--- src/rtl/hex_display_ctrl.sv ---
// Eight-digit display front end: captures a 32-bit value and presents it
// either as raw hex nibbles or as unsigned decimal (sequential double dabble),
// together with a leading-zero blank mask and a decimal overflow flag.
module hex_display_ctrl #(
    parameter bit BLANK_EN = 1'b1
) (
    input  logic        clk,
    input  logic        rst,
    input  logic [31:0] value,
    input  logic        mode,
    input  logic        start,
    output logic        busy,
    output logic        done,
    output logic [31:0] digits,
    output logic [7:0]  blank,
    output logic        ovf
);

    localparam int unsigned DW = 32;   // binary input width
    localparam int unsigned BW = 40;   // BCD accumulator width (10 digits)
    localparam int unsigned ND = 8;    // displayed digits
    localparam int unsigned NB = 10;   // BCD accumulator digits
    localparam int unsigned CW = 5;    // iteration counter width
    localparam logic [CW-1:0] LAST_ITER = CW'(DW - 1);
    localparam logic [7:0] BLANK_RST = BLANK_EN ? 8'hFE : 8'h00;

    typedef enum logic [1:0] {
        IDLE = 2'd0,
        CONV = 2'd1,
        DONE = 2'd2
    } state_t;

    state_t          state, state_n;
    logic [DW-1:0]   bin, bin_n;
    logic [BW-1:0]   bcd, bcd_n;
    logic [CW-1:0]   count, count_n;
    logic [31:0]     digits_n;
    logic [7:0]      blank_n;
    logic            ovf_n;
    logic [BW+DW-1:0] step_c;

    // Leading-zero mask: bit i set when digits i..7 are all zero; digit 0 always shown
    function automatic logic [7:0] blank_of(input logic [31:0] d, input logic o);
        logic [7:0] b;
        logic       z;
        b = 8'h00;
        z = 1'b1;
        for (int i = ND - 1; i >= 1; i--) begin
            z    = z & (d[4*i +: 4] == 4'h0);
            b[i] = z;
        end
        if (o || !BLANK_EN) begin
            b = 8'h00;
        end
        return b;
    endfunction

    // One double-dabble iteration: add-3 correction on each BCD digit, then shift
    function automatic logic [BW+DW-1:0] dd_step(input logic [BW-1:0] bc,
                                                 input logic [DW-1:0] bn);
        logic [BW-1:0] adj;
        adj = bc;
        for (int i = 0; i < NB; i++) begin
            if (adj[4*i +: 4] >= 4'd5) begin
                adj[4*i +: 4] = adj[4*i +: 4] + 4'd3;
            end
        end
        return {adj, bn} << 1;
    endfunction

    assign step_c = dd_step(bcd, bin);
    assign busy   = (state != IDLE);
    assign done   = (state == DONE);

    // State and datapath registers
    always_ff @(posedge clk or posedge rst) begin
        if (rst) begin
            state  <= IDLE;
            bin    <= '0;
            bcd    <= '0;
            count  <= '0;
            digits <= '0;
            blank  <= BLANK_RST;
            ovf    <= 1'b0;
        end else begin
            state  <= state_n;
            bin    <= bin_n;
            bcd    <= bcd_n;
            count  <= count_n;
            digits <= digits_n;
            blank  <= blank_n;
            ovf    <= ovf_n;
        end
    end

    // Next-state and next-output logic; displayed values only move on entry to DONE
    always_comb begin
        state_n  = state;
        bin_n    = bin;
        bcd_n    = bcd;
        count_n  = count;
        digits_n = digits;
        blank_n  = blank;
        ovf_n    = ovf;
        case (state)
            IDLE: begin
                if (start) begin
                    if (mode) begin
                        bin_n   = value;
                        bcd_n   = '0;
                        count_n = '0;
                        state_n = CONV;
                    end else begin
                        digits_n = value;
                        ovf_n    = 1'b0;
                        blank_n  = blank_of(value, 1'b0);
                        state_n  = DONE;
                    end
                end
            end
            CONV: begin
                {bcd_n, bin_n} = step_c;
                count_n        = count + CW'(1);
                if (count == LAST_ITER) begin
                    state_n = DONE;
                    if (step_c[BW+DW-1 -: 8] != 8'h00) begin
                        ovf_n    = 1'b1;
                        digits_n = '1;
                        blank_n  = blank_of('1, 1'b1);
                    end else begin
                        ovf_n    = 1'b0;
                        digits_n = step_c[DW +: 32];
                        blank_n  = blank_of(step_c[DW +: 32], 1'b0);
                    end
                end
            end
            DONE: begin
                state_n = IDLE;
            end
            default: begin
                state_n = IDLE;
            end
        endcase
    end

endmodule
--- config.mk ---
export PLATFORM = sky130hd
export DESIGN_NAME = hex_display_ctrl
export DESIGN_NICKNAME = d
export VERILOG_FILES = /design/src/rtl/hex_display_ctrl.sv
export SDC_FILE = /design/constraint.sdc
export NUM_CORES = 1
export LEC_CHECK = 0
export CORE_ASPECT_RATIO = 1.4
export CORE_MARGIN = 5
export CORE_UTILIZATION = 47
export DETAILED_ROUTE_END_ITERATION = 16
export DONT_BUFFER_PORTS = 1
export PLACE_DENSITY = 0.7
export RECOVER_POWER = 100
export SLEW_MARGIN = 10
export SYNTH_ARGS = -nofsm -noshare
export SYNTH_HDL_FRONTEND = slang
export SYNTH_SLANG_ARGS = --single-unit
--- constraint.sdc ---
create_clock -name clk -period 4.02 [get_ports clk]
set_input_delay 0.804 -clock clk [delete_from_list [all_inputs] [get_ports clk]]
set_output_delay 0.804 -clock clk [all_outputs]
set_load 0.05 [all_outputs]
==> qor.csv, run 1 <==
metric,value,unit
status,finished with violations,
violations,"max-capacitance violations, max-slew violations",
grt_max_degree,78,
die-area,15800,µm²
io_pins,79,
arrival,3.62,ns
die_y,147,µm
finalWirelength,16200,µm
slowest_delay,0.59,ns
drt-initial-drc-count,277,
critPathRequiredTime,4.36,ns
num_rows,50,
path_class,reg -> reg,
worst_pin_slew,2.03,ns
path_delay_family,compound AO/OA/AOI/OAI gates,
critPathLaunch,count[0],
place.gp.congestion,0.813,
r2r_start,count[0],
hold_viol,0,
dp.cells,852,
use_met2,36.3,%
dieWidth,108,µm
clock_path_buffers,2,
crit_path_cell_trace,"ha_1, and3_1, ha_1, a32o_1, clkbuf_1, nand4b_1, a2111oi_0, nand4_1, o21ai_0",
max_cap_violations,2,
ys.flop_type,dfrtp_1,
final_cell_mix,"nand2_1 (115), dfrtp_1 (112), nor2_1 (74)",
synth_edf_count,0,
fin_area,7020,µm²
numCtsBuffers,17,
fin_hold_ws,0.505,ns
start_kind,register,
syn_area_per_cell,8.97,µm²
clkTransAtPathRegs,0.06,ns
cellPowerDensity,992,nW/µm²
core_area,13300,µm²
timing.final.ws_setup,0.742,ns
vdd_drop_max,0.432,mV
setup_tns,0,ns
yosysWarnings,0,
hold_path.class,in -> reg,
crit_fanout,15,
dp_slack,0.984,ns
grt_antenna_before_repair,0,
post_cts_buffers,0,
drt-pass1-iter-count,5,
timing.fmax,0.305,GHz
cp_slowest_cell,a32o_1,
fill_cells,1234,
yosysSeqAreaShare,47.4,%
rsz0062_at_grt,false,
initial_utilization,47.5,%
p_int,3.76,mW
cts_root_buf,clkbuf_16,
synth_nets,760,
insertion_delay,0.42,ns
p_comb_share,36.7,%
place_area,6460,µm²
hold_start,value[0],
period_share,81.5,%
p_switching,3.21,mW
min_period,3.28,ns
grt_pass1_wl,27000,µm
wl_per_cell,18.3,µm
seqPwrFrac,41.5,%
clock-skew-final,0.00744,ns
grt_pass1_vias,5252,
cp.buffers_inverters,1,
fin_cells,884,
route.vias.total,5188,
slew_headroom,-36.2,%
met1_usage,25.3,%
ant_nets,0,
use_met3,7.03,%
async_flop_share,100,%
grt_overflow,0,
htree_num_levels,4,
p_sw_share,46.1,%
route.detailed.drc,0,
busiest_layer,met2,
synth_seq_cells,119,
netlist_instances,702,
diodes,0,
areaGrowthSynthToFinish,11.4,%
clkPwrFrac,21.8,%
leakage,2.98,nW
viasPerCell,5.87,
finalPower,6.96,mW
synthesis.area,6300,µm²
final_common_cell,nand2_1,
ctsResizeCount,0,
placement.io_buffers,0,
fin_util,52.9,%
ys_types,51,
setup.worst_path.end_class,register,
hpwlAfterDp,10800,µm
drive_above_1_share,6.84,%
grt_usage,21.7,%
cts_sinks,119,
path_common_cell,ha_1,
setup_violations,0,
drv_slew,80,
nets,747,
tritoncts,done,
postCtsHoldBufs,0,
==> cells by family (layout without fill, tap and decap cells) <==
| family | after synthesis | in the layout | share of synthesized area [%] |
|---|---|---|---|
| flops | 119 | 119 | 47.4 |
| simple gates | 280 | 280 | 20.8 |
| compound gates | 201 | 201 | 21.2 |
| buf+inv | 64 | 64 | 4.01 |
| mux | 3 | 3 | 0.497 |
| fa+ha+maj | 22 | 22 | 4.37 |
| other cells | 1 | 1 | 0.0595 |
| xor+xnor | 12 | 12 | 1.67 |
==> per-layer routing <==
layer / wire [µm] / up-vias / part of all wire [%]
met5: 0 / - / 0
met4: 446 / 0 / 2.8
met1: 6230 / 2556 / 39
li1: - / 2460 / -
met3: 1160 / 29 / 7.2
met2: 8340 / 143 / 52
==> power by group through the flow <==
stage | Combinational (mW) | Sequential (mW) | Clock (mW)
final | 2.55 | 2.89 | 1.52
after global routing | 2.91 | 2.97 | 1.59
after CTS | 2.59 | 2.92 | 1.54
after detailed placement | 2.57 | 2.93 | 0
after global placement | 2.46 | 2.91 | 0
after floorplan | 2.09 | 2.75 | 0
==> final timing paths <==
check / to / slack, ns / cells after the start
max: blank[1] / 0.74 / 9
min: bin[0] / 0.50 / 2
max reg2reg: blank[1] / 0.74 / 9
min reg2reg: count[0] / 0.53 / 1
max in group asynchronous: blank[4] / 2.12 / 2
min in group asynchronous: bin[2] / 0.78 / 1
==> sequential cells by signal, indices dropped and copies added, names as in the netlist <==
name / count
ovf: 1
blank: 7
bcd: 40
bin: 32
state: 2
digits: 32
count: 5
==> cells in the mapped netlist (2+ instances only) <==
master	number	area (µm²)
a2111oi_0	4	35.0
o31ai_1	3	22.5
and3_1	2	12.5
nand3b_1	5	37.5
nand2b_1	13	81.3
a21o_1	15	113
nand4_1	6	37.5
dfrtp_1	112	2800
nor3_1	2	10.0
a31o_2	4	35.0
clkbuf_1	32	120
a21oi_1	40	200
a211oi_1	7	52.6
and2_1	11	68.8
o32a_1	10	100
dfstp_2	7	184
nor4_1	5	31.3
nand2_1	115	432
ha_1	22	275
nor2b_1	4	25.0
xnor2_1	10	87.6
a2111oi_2	2	30.0
or3_1	2	12.5
a22o_1	3	26.3
inv_1	23	86.3
o211ai_1	2	15.0
mux2i_1	2	20.0
nor3b_1	15	113
o22a_1	22	193
o21ai_0	46	230
buf_1	6	22.5
a31oi_1	36	225
xor2_1	2	17.5
a32o_1	3	30.0
nor2_1	74	278
or4_1	3	22.5
nand3_1	18	90.1
==> cell type report <==
type,instances,area (µm²),area share (%)
multi-input cells,519,3070,43.7
flip-flops and latches,119,2990,42.5
clock buffers,22,454,6.47
well taps,182,228,3.24
clock inverters,10,128,1.82
inverters,23,87.6,1.25
repair buffers,9,70.1,0.998
Note: power is estimated with default switching activity, not from simulation.
==> inputs of run 2 (changes only) <==
Settings changed: ABC_AREA set to 1, PLACE_DENSITY 0.7 to 0.68.
Clock period 4.02 ns to 3.09 ns, I/O delays scaled along.
==> qor.csv, run 2 <==
metric,value,unit,change
status,finished with violations,,
violations,"max-capacitance violations, max-slew violations",,
synth_edf_count,0,,unchanged
crit_fanout,33,,+18
dieWidth,107,µm,-0.53%
placement.io_buffers,0,,unchanged
p_sw_share,49.7,%,+3.6 points
yosysTopAreaCell,dfrtp_1,,
cts_sinks,119,,unchanged
clock_path_buffers,2,,unchanged
critPathLaunch,bcd[32],,
drive_above_1_share,12.2,%,+5.4 points
path_class,reg -> reg,,
synth_nets,794,,+4.5%
hold_path.class,in -> reg,,
slew_headroom,-8.19,%,+28 points
grt_pass1_vias,5217,,-0.67%
cp_slowest_cell,nor2_8,,
dp_slack,0.661,ns,-0.322 ns
hpwlAfterDp,11600,µm,+8.0%
slowest_delay,0.44,ns,-0.15 ns
ant_nets,0,,unchanged
diodes,0,,unchanged
period_share,84.0,%,+2.4 points
worst-r2r-setup-slack,0.50,ns,-0.25 ns
seqPwrFrac,41.4,%,about the same
timing.fmax,0.385,GHz,+26%
io_pins,79,,unchanged
ctsResizeCount,0,,unchanged
grt_antenna_before_repair,0,,unchanged
dp.cells,891,,+4.6%
tritoncts,done,,
finalPower,8.78,mW,+26%
r2r-end,digits[23],,
setup.worst_path.end_class,register,,
top_regs,"bcd (40), bin (32), digits (32)",,
nets,790,,+5.8%
ys.flop_type,dfrtp_1,,
worst_pin_slew,1.62,ns,-0.409 ns
die-area,15700,µm²,-1.1%
viasPerCell,5.60,,-4.5%
grt_usage,21.7,%,+0.023 points
wl_per_cell,17.9,µm,-2.2%
areaGrowthSynthToFinish,9.55,%,
p_comb_share,37.5,%,+0.8 points
p_switching,4.36,mW,+36%
yosysSeqAreaShare,48.0,%,+0.56 points
cts_root_buf,clkbuf_16,,
final_common_cell,nand2_1,,
largest_reg_flops,40,,unchanged
grt_pass1_wl,26900,µm,-0.33%
yosysWarnings,0,,unchanged
async_flop_share,100,%,unchanged
numCtsBuffers,17,,unchanged
regMostFlops,bcd,,
grt_max_degree,120,,+54%
insertion_delay,0.42,ns,about the same
synth_seq_cells,119,,unchanged
grt_overflow,0,,unchanged
start_kind,register,,
drt-pass1-iter-count,5,,unchanged
arrival,2.91,ns,-0.71 ns
htree_num_levels,4,,unchanged
crit_path_cell_trace,"inv_1, ha_1, inv_1, nand2_2, nand3_2, nand2_1, nand2_2, nor2_2, nand2_2, nor2_1, nor2_1, nor2_8, nand3_1, o21ai_2, inv_2",,
critPathRequiredTime,3.40,ns,-0.96 ns
synth_area_leaders,"dfrtp_1 (45%), nand2_1 (9.0%), o21ai_0 (5.5%)",,
synthesis.area,6220,µm²,-1.2%
synth_top_area_share,45.0,%,+0.53 points
max_cap_violations,1,,-1
clock-skew-final,0.00849,ns,+0.00106 ns
setup_tns,0,ns,unchanged
num_rows,49,,-2.0%
path_common_cell,nand2_2,,
finalWirelength,16500,µm,+2.2%
r2r_start,bcd[32],,
fin_cells,923,,+4.4%
r2r_cells,15,,+6
setup_violations,0,,unchanged
final_cell_mix,"nand2_1 (149), dfrtp_1 (112), inv_1 (72), o21ai_0 (72), nor2_1 (68)",,
die_y,146,µm,-0.55%
ys_types,41,,-20%
initial_utilization,48.1,%,+0.63 points
crit_end,digits[23],,
drt-initial-drc-count,333,,+20%
postCtsHoldBufs,0,,unchanged
cellPowerDensity,1290,nW/µm²,+30%
syn_area_per_cell,8.46,µm²,-5.7%
vdd_drop_max,0.691,mV,+60%
place.gp.congestion,0.893,,+9.9%
drv_slew,120,,+50%
route.detailed.drc,0,,unchanged
p_int,4.42,mW,+18%
clkPwrFrac,21.1,%,-0.7 points
min_period,2.59,ns,-0.683 ns
netlist_instances,736,,+4.8%
core_area,12900,µm²,-2.5%
route.vias.total,5172,,-0.31%
clkTransAtPathRegs,0.06,ns,about the same
yosysMostFrequentCell,nand2_1,,
timing.final.ws_setup,0.495,ns,-0.247 ns
fill_cells,1163,,-5.8%
leakage,3.16,nW,+6.2%
synthTopCellsByCount,"nand2_1 (149), dfrtp_1 (112), inv_1 (70)",,
post_cts_buffers,0,,unchanged
rsz0062_at_grt,false,,
hold_viol,0,,unchanged
run 2: changes by cell type after synthesis, moves of 14 or more:
cell | before | now
inv_1 | 23 | 70
nand2_1 | 115 | 149
clkbuf_1 | 32 | 14
nor3b_1 | 15 | 0
a21o_1 | 15 | 1
nand3_1 | 18 | 32
inv_2 | 0 | 18
o21ai_0 | 46 | 69
o22a_1 | 22 | 0
o221ai_1 | 0 | 14
nand3_2 | 0 | 14
run 2: layer usage:
metal / global-route usage (%) / wire (µm) / share of wire [%] / vias to the layer above
met5: 0 / 0 / 0 / -
met4: 7.29 / 304 / 1.8 / 0
met3: 8.08 / 1460 / 8.9 / 26
met2: 36.2 / 8310 / 50 / 186
met1: 25.7 / 6450 / 39 / 2519
li1: - / - / - / 2441
run 2: worst min-delay path by stage:
| stage | from | cells past startpoint | slack (ns) | to |
|---|---|---|---|---|
| 6_report | value[31] | 3 | 0.38 | blank[7] |
| 5_1_grt | value[31] | 3 | 0.38 | blank[7] |
| 4_1_cts | rst | 2 | 0.29 | bcd[27] |
| 3_5_place_dp | bin[7] | 2 | 0.48 | bin[7] |
| 3_3_place_gp | bin[0] | 2 | 0.47 | bin[0] |
| 2_1_floorplan | bin[0] | 2 | 0.45 | bin[0] |
run 2: cells by family after synthesis:
family | Yosys count | share of synthesized area, %
AOI/OAI and AO/OA | 167 | 15.9
adders and majority gates | 22 | 4.42
xor gates and xnor gates | 6 | 0.844
other | 1 | 0.0602
and+or+nand+nor | 302 | 22.9
DFF | 119 | 48.0
buffers and inverters | 119 | 7.88
run 2: power groups by stage:
stage,registers [mW],clock network (mW),logic (mW)
finish,3.64,1.85,3.29
global placement,3.65,0,3.26
floorplan,3.51,0,2.75
global route,3.72,1.95,3.69
detailed placement,3.68,0,3.39
CTS,3.66,1.88,3.41
run 2: area by class of cell:
cell class	count	area (µm²)	area share, %
Clock buffer	21	460	6.75
Multi-Input combinational cell	498	2660	39.0
Tap cell	178	223	3.27
Clock inverter	11	100	1.47
Inverter	89	338	4.95
Timing Repair Buffer	7	48.8	0.716
Sequential cell	119	2990	43.8
run 2: worst max-delay path: cells and delay by family (launching register included):
family | cells | cell delay, ns
DFF | 1 | 0.39
buffers and inverters | 3 | 0.23
AOI/OAI and AO/OA | 1 | 0.11
and+or+nand+nor | 10 | 1.55
adders and majority gates | 1 | 0.20
run 2: per-stage QoR:
step	area [µm²]	utilization, %	hold WS [ns]
4_1_cts	6920	53.5	0.293
6_report	6820	52.7	0.376
3_3_place_gp	6360	49.2	0.473
3_5_place_dp	6360	49.2	0.478
5_1_grt	6820	52.7	0.385
2_1_floorplan	6230	-	0.453
==> inputs of run 3 (changes only) <==
Settings changed: PLACE_DENSITY 0.68 to 0.7.
Clock period 3.09 ns to 2.28 ns, I/O delays scaled along.
==> qor.csv, run 3 (synthesized netlist as in run 2, its figures left out) <==
metric,value,unit,change
status,completed,,
insertion_delay,0.42,ns,about the same
clkPwrFrac,21.2,%,about the same
leakage,3.31,nW,+4.7%
grt_pass1_wl,28200,µm,+4.7%
clock-skew-final,0.0109,ns,+0.00238 ns
start_kind,register,,
seqPwrFrac,38.4,%,-3.0 points
crit_path_cell_trace,"inv_2, ha_2, nand2_1, nand2_2, nand2_1, nand2_1, nand2_2, nor2_4, nand2_2, nor2_4, nor2_4, nor2_8, clkbuf_4, buf_4, a31oi_1",,
grt_pass1_vias,5676,,+8.8%
drt-pass1-iter-count,5,,unchanged
path_delay_family,simple AND/OR/NAND/NOR gates,,
viasPerCell,5.73,,+2.3%
fin_cells,942,,+2.1%
numCtsBuffers,17,,unchanged
cp_slowest_cell,dfrtp_1,,
nets,809,,+2.4%
max_cap_violations,0,,-1
cellPowerDensity,1790,nW/µm²,+39%
slowest_delay,0.41,ns,-0.03 ns
p_sw_share,48.7,%,-0.94 points
timing.fmax,0.457,GHz,+18%
hpwlAfterDp,12400,µm,+6.3%
setup_tns,0,ns,unchanged
placement.io_buffers,0,,unchanged
setup_violations,0,,unchanged
min_period,2.19,ns,-0.405 ns
vdd_drop_max,1.02,mV,+47%
io_pins,79,,unchanged
grt_antenna_before_repair,0,,unchanged
crit_fanout,8,,-76%
grt_usage,22.5,%,+0.76 points
hold_path.class,in -> reg,,
cts_sinks,119,,unchanged
clock_path_buffers,2,,unchanged
top_regs,"bcd (40), bin (32), digits (32)",,
p_int,6.58,mW,+49%
initial_utilization,48.1,%,unchanged
route.detailed.drc,0,,unchanged
cp.buffers_inverters,3,,unchanged
largest_reg_flops,40,,unchanged
hold_viol,0,,unchanged
cts_root_buf,clkbuf_16,,
finalWirelength,17200,µm,+4.3%
p_switching,6.25,mW,+43%
critPathRequiredTime,2.57,ns,-0.83 ns
fill_cells,1145,,-1.5%
diodes,0,,unchanged
worst_pin_slew,1.13,ns,-0.492 ns
htree_num_levels,4,,unchanged
ant_nets,0,,unchanged
grt_max_degree,56,,-53%
path_class,reg -> reg,,
core_area,12900,µm²,unchanged
dp.cells,900,,+1.0%
route.vias.total,5401,,+4.4%
drv_slew,0,,-100%
areaGrowthSynthToFinish,14.9,%,
dieWidth,107,µm,unchanged
finalPower,12.8,mW,+46%
wl_per_cell,18.3,µm,+2.2%
clkTransAtPathRegs,0.05,ns,about the same
place.gp.congestion,0.909,,+1.7%
die_y,146,µm,unchanged
drive_above_1_share,18.3,%,+6.1 points
period_share,96.0,%,+12 points
drt-initial-drc-count,446,,+34%
final_common_cell,nand2_1,,
fin_hold_ws,0.235,ns,-0.141 ns
arrival,2.48,ns,-0.43 ns
setup.worst_path.end_class,register,,
die-area,15700,µm²,unchanged
regMostFlops,bcd,,
grt_overflow,0,,unchanged
final_cell_mix,"nand2_1 (145), dfrtp_1 (112), o21ai_0 (69)",,
tritoncts,done,,
slew_headroom,24.2,%,+32 points
p_comb_share,40.4,%,+2.9 points
num_rows,49,,unchanged
-- run 3: cell count changes in the layout (fill, tap and decap cells not counted), sizes merged --
cell         delta
clkbuf          +4
clkinv          +4
dlygate4sd3     +1
clkinvlp        -3
bufinv          +2
buf            +11
-- run 3: cell type report --
type                    instances  area, µm²  area share [%]
repair buffers                 26        231            3.24
flip-flops and latches        119       2990            41.8
clock buffers                  18        429            6.00
inverters                      89        338            4.73
well taps                     178        223            3.12
clock inverters                14        176            2.47
multi-input cells             498       2770            38.7
-- run 3: path summary, 6_finish.rpt --
path / startpoint / endpoint / slack (ns) / cells after the start
setup / recovery: bcd[36] / digits[25] / 0.09 / 15
hold / removal: value[31] / blank[7] / 0.24 / 3
setup reg to reg: bcd[36] / digits[25] / 0.09 / 15
hold reg to reg: bin[0] / bin[0] / 0.49 / 2
max in group asynchronous: rst / bin[2] / 0.38 / 3
min in group asynchronous: rst / bcd[7] / 0.72 / 2
-- run 3: power by group through the flow --
stage          clock, mW  sequential [mW]  combinational [mW]
2_1_floorplan          0             4.75                3.73
3_3_place_gp           0             4.94                4.64
3_5_place_dp           0             4.97                4.86
4_1_cts             2.74             4.95                4.88
5_1_grt             2.84             5.04                5.78
6_report            2.72             4.93                5.18
-- run 3: timing repair --
action | CTS | global route
hold endpoints to repair | 21 | 0
setup endpoints to repair | 0 | 26
gates resized for setup | 0 | 16
setup buffers | 0 | 8
hold buffers | 1 | 0
-- run 3: stage by stage --
step / utilization [%] / area (µm²) / setup slack [ns]
global placement: 50.0 / 6470 / 0.131
floorplan: - / 6230 / 0.374
detailed placement: 50.0 / 6470 / 0.0587
CTS: 54.8 / 7080 / 0.0395
finish: 55.3 / 7150 / 0.0904
global route: 55.3 / 7150 / -0.0146
-- run 3: metal layers --
layer | part of all wire (%) | wire (µm) | track usage (%) | up-vias
li1 | - | - | - | 2475
met1 | 39 | 6720 | 26.2 | 2645
met2 | 49 | 8490 | 37.6 | 236
met3 | 7.9 | 1360 | 6.45 | 45
met4 | 3.9 | 675 | 10.9 | 0
met5 | 0 | 0 | 0 | -
-- run 3: tightest hold or removal path: stages --
cell	delay, ns
nor4_1	0.03
nand2_1	0.07
a31oi_1	0.08
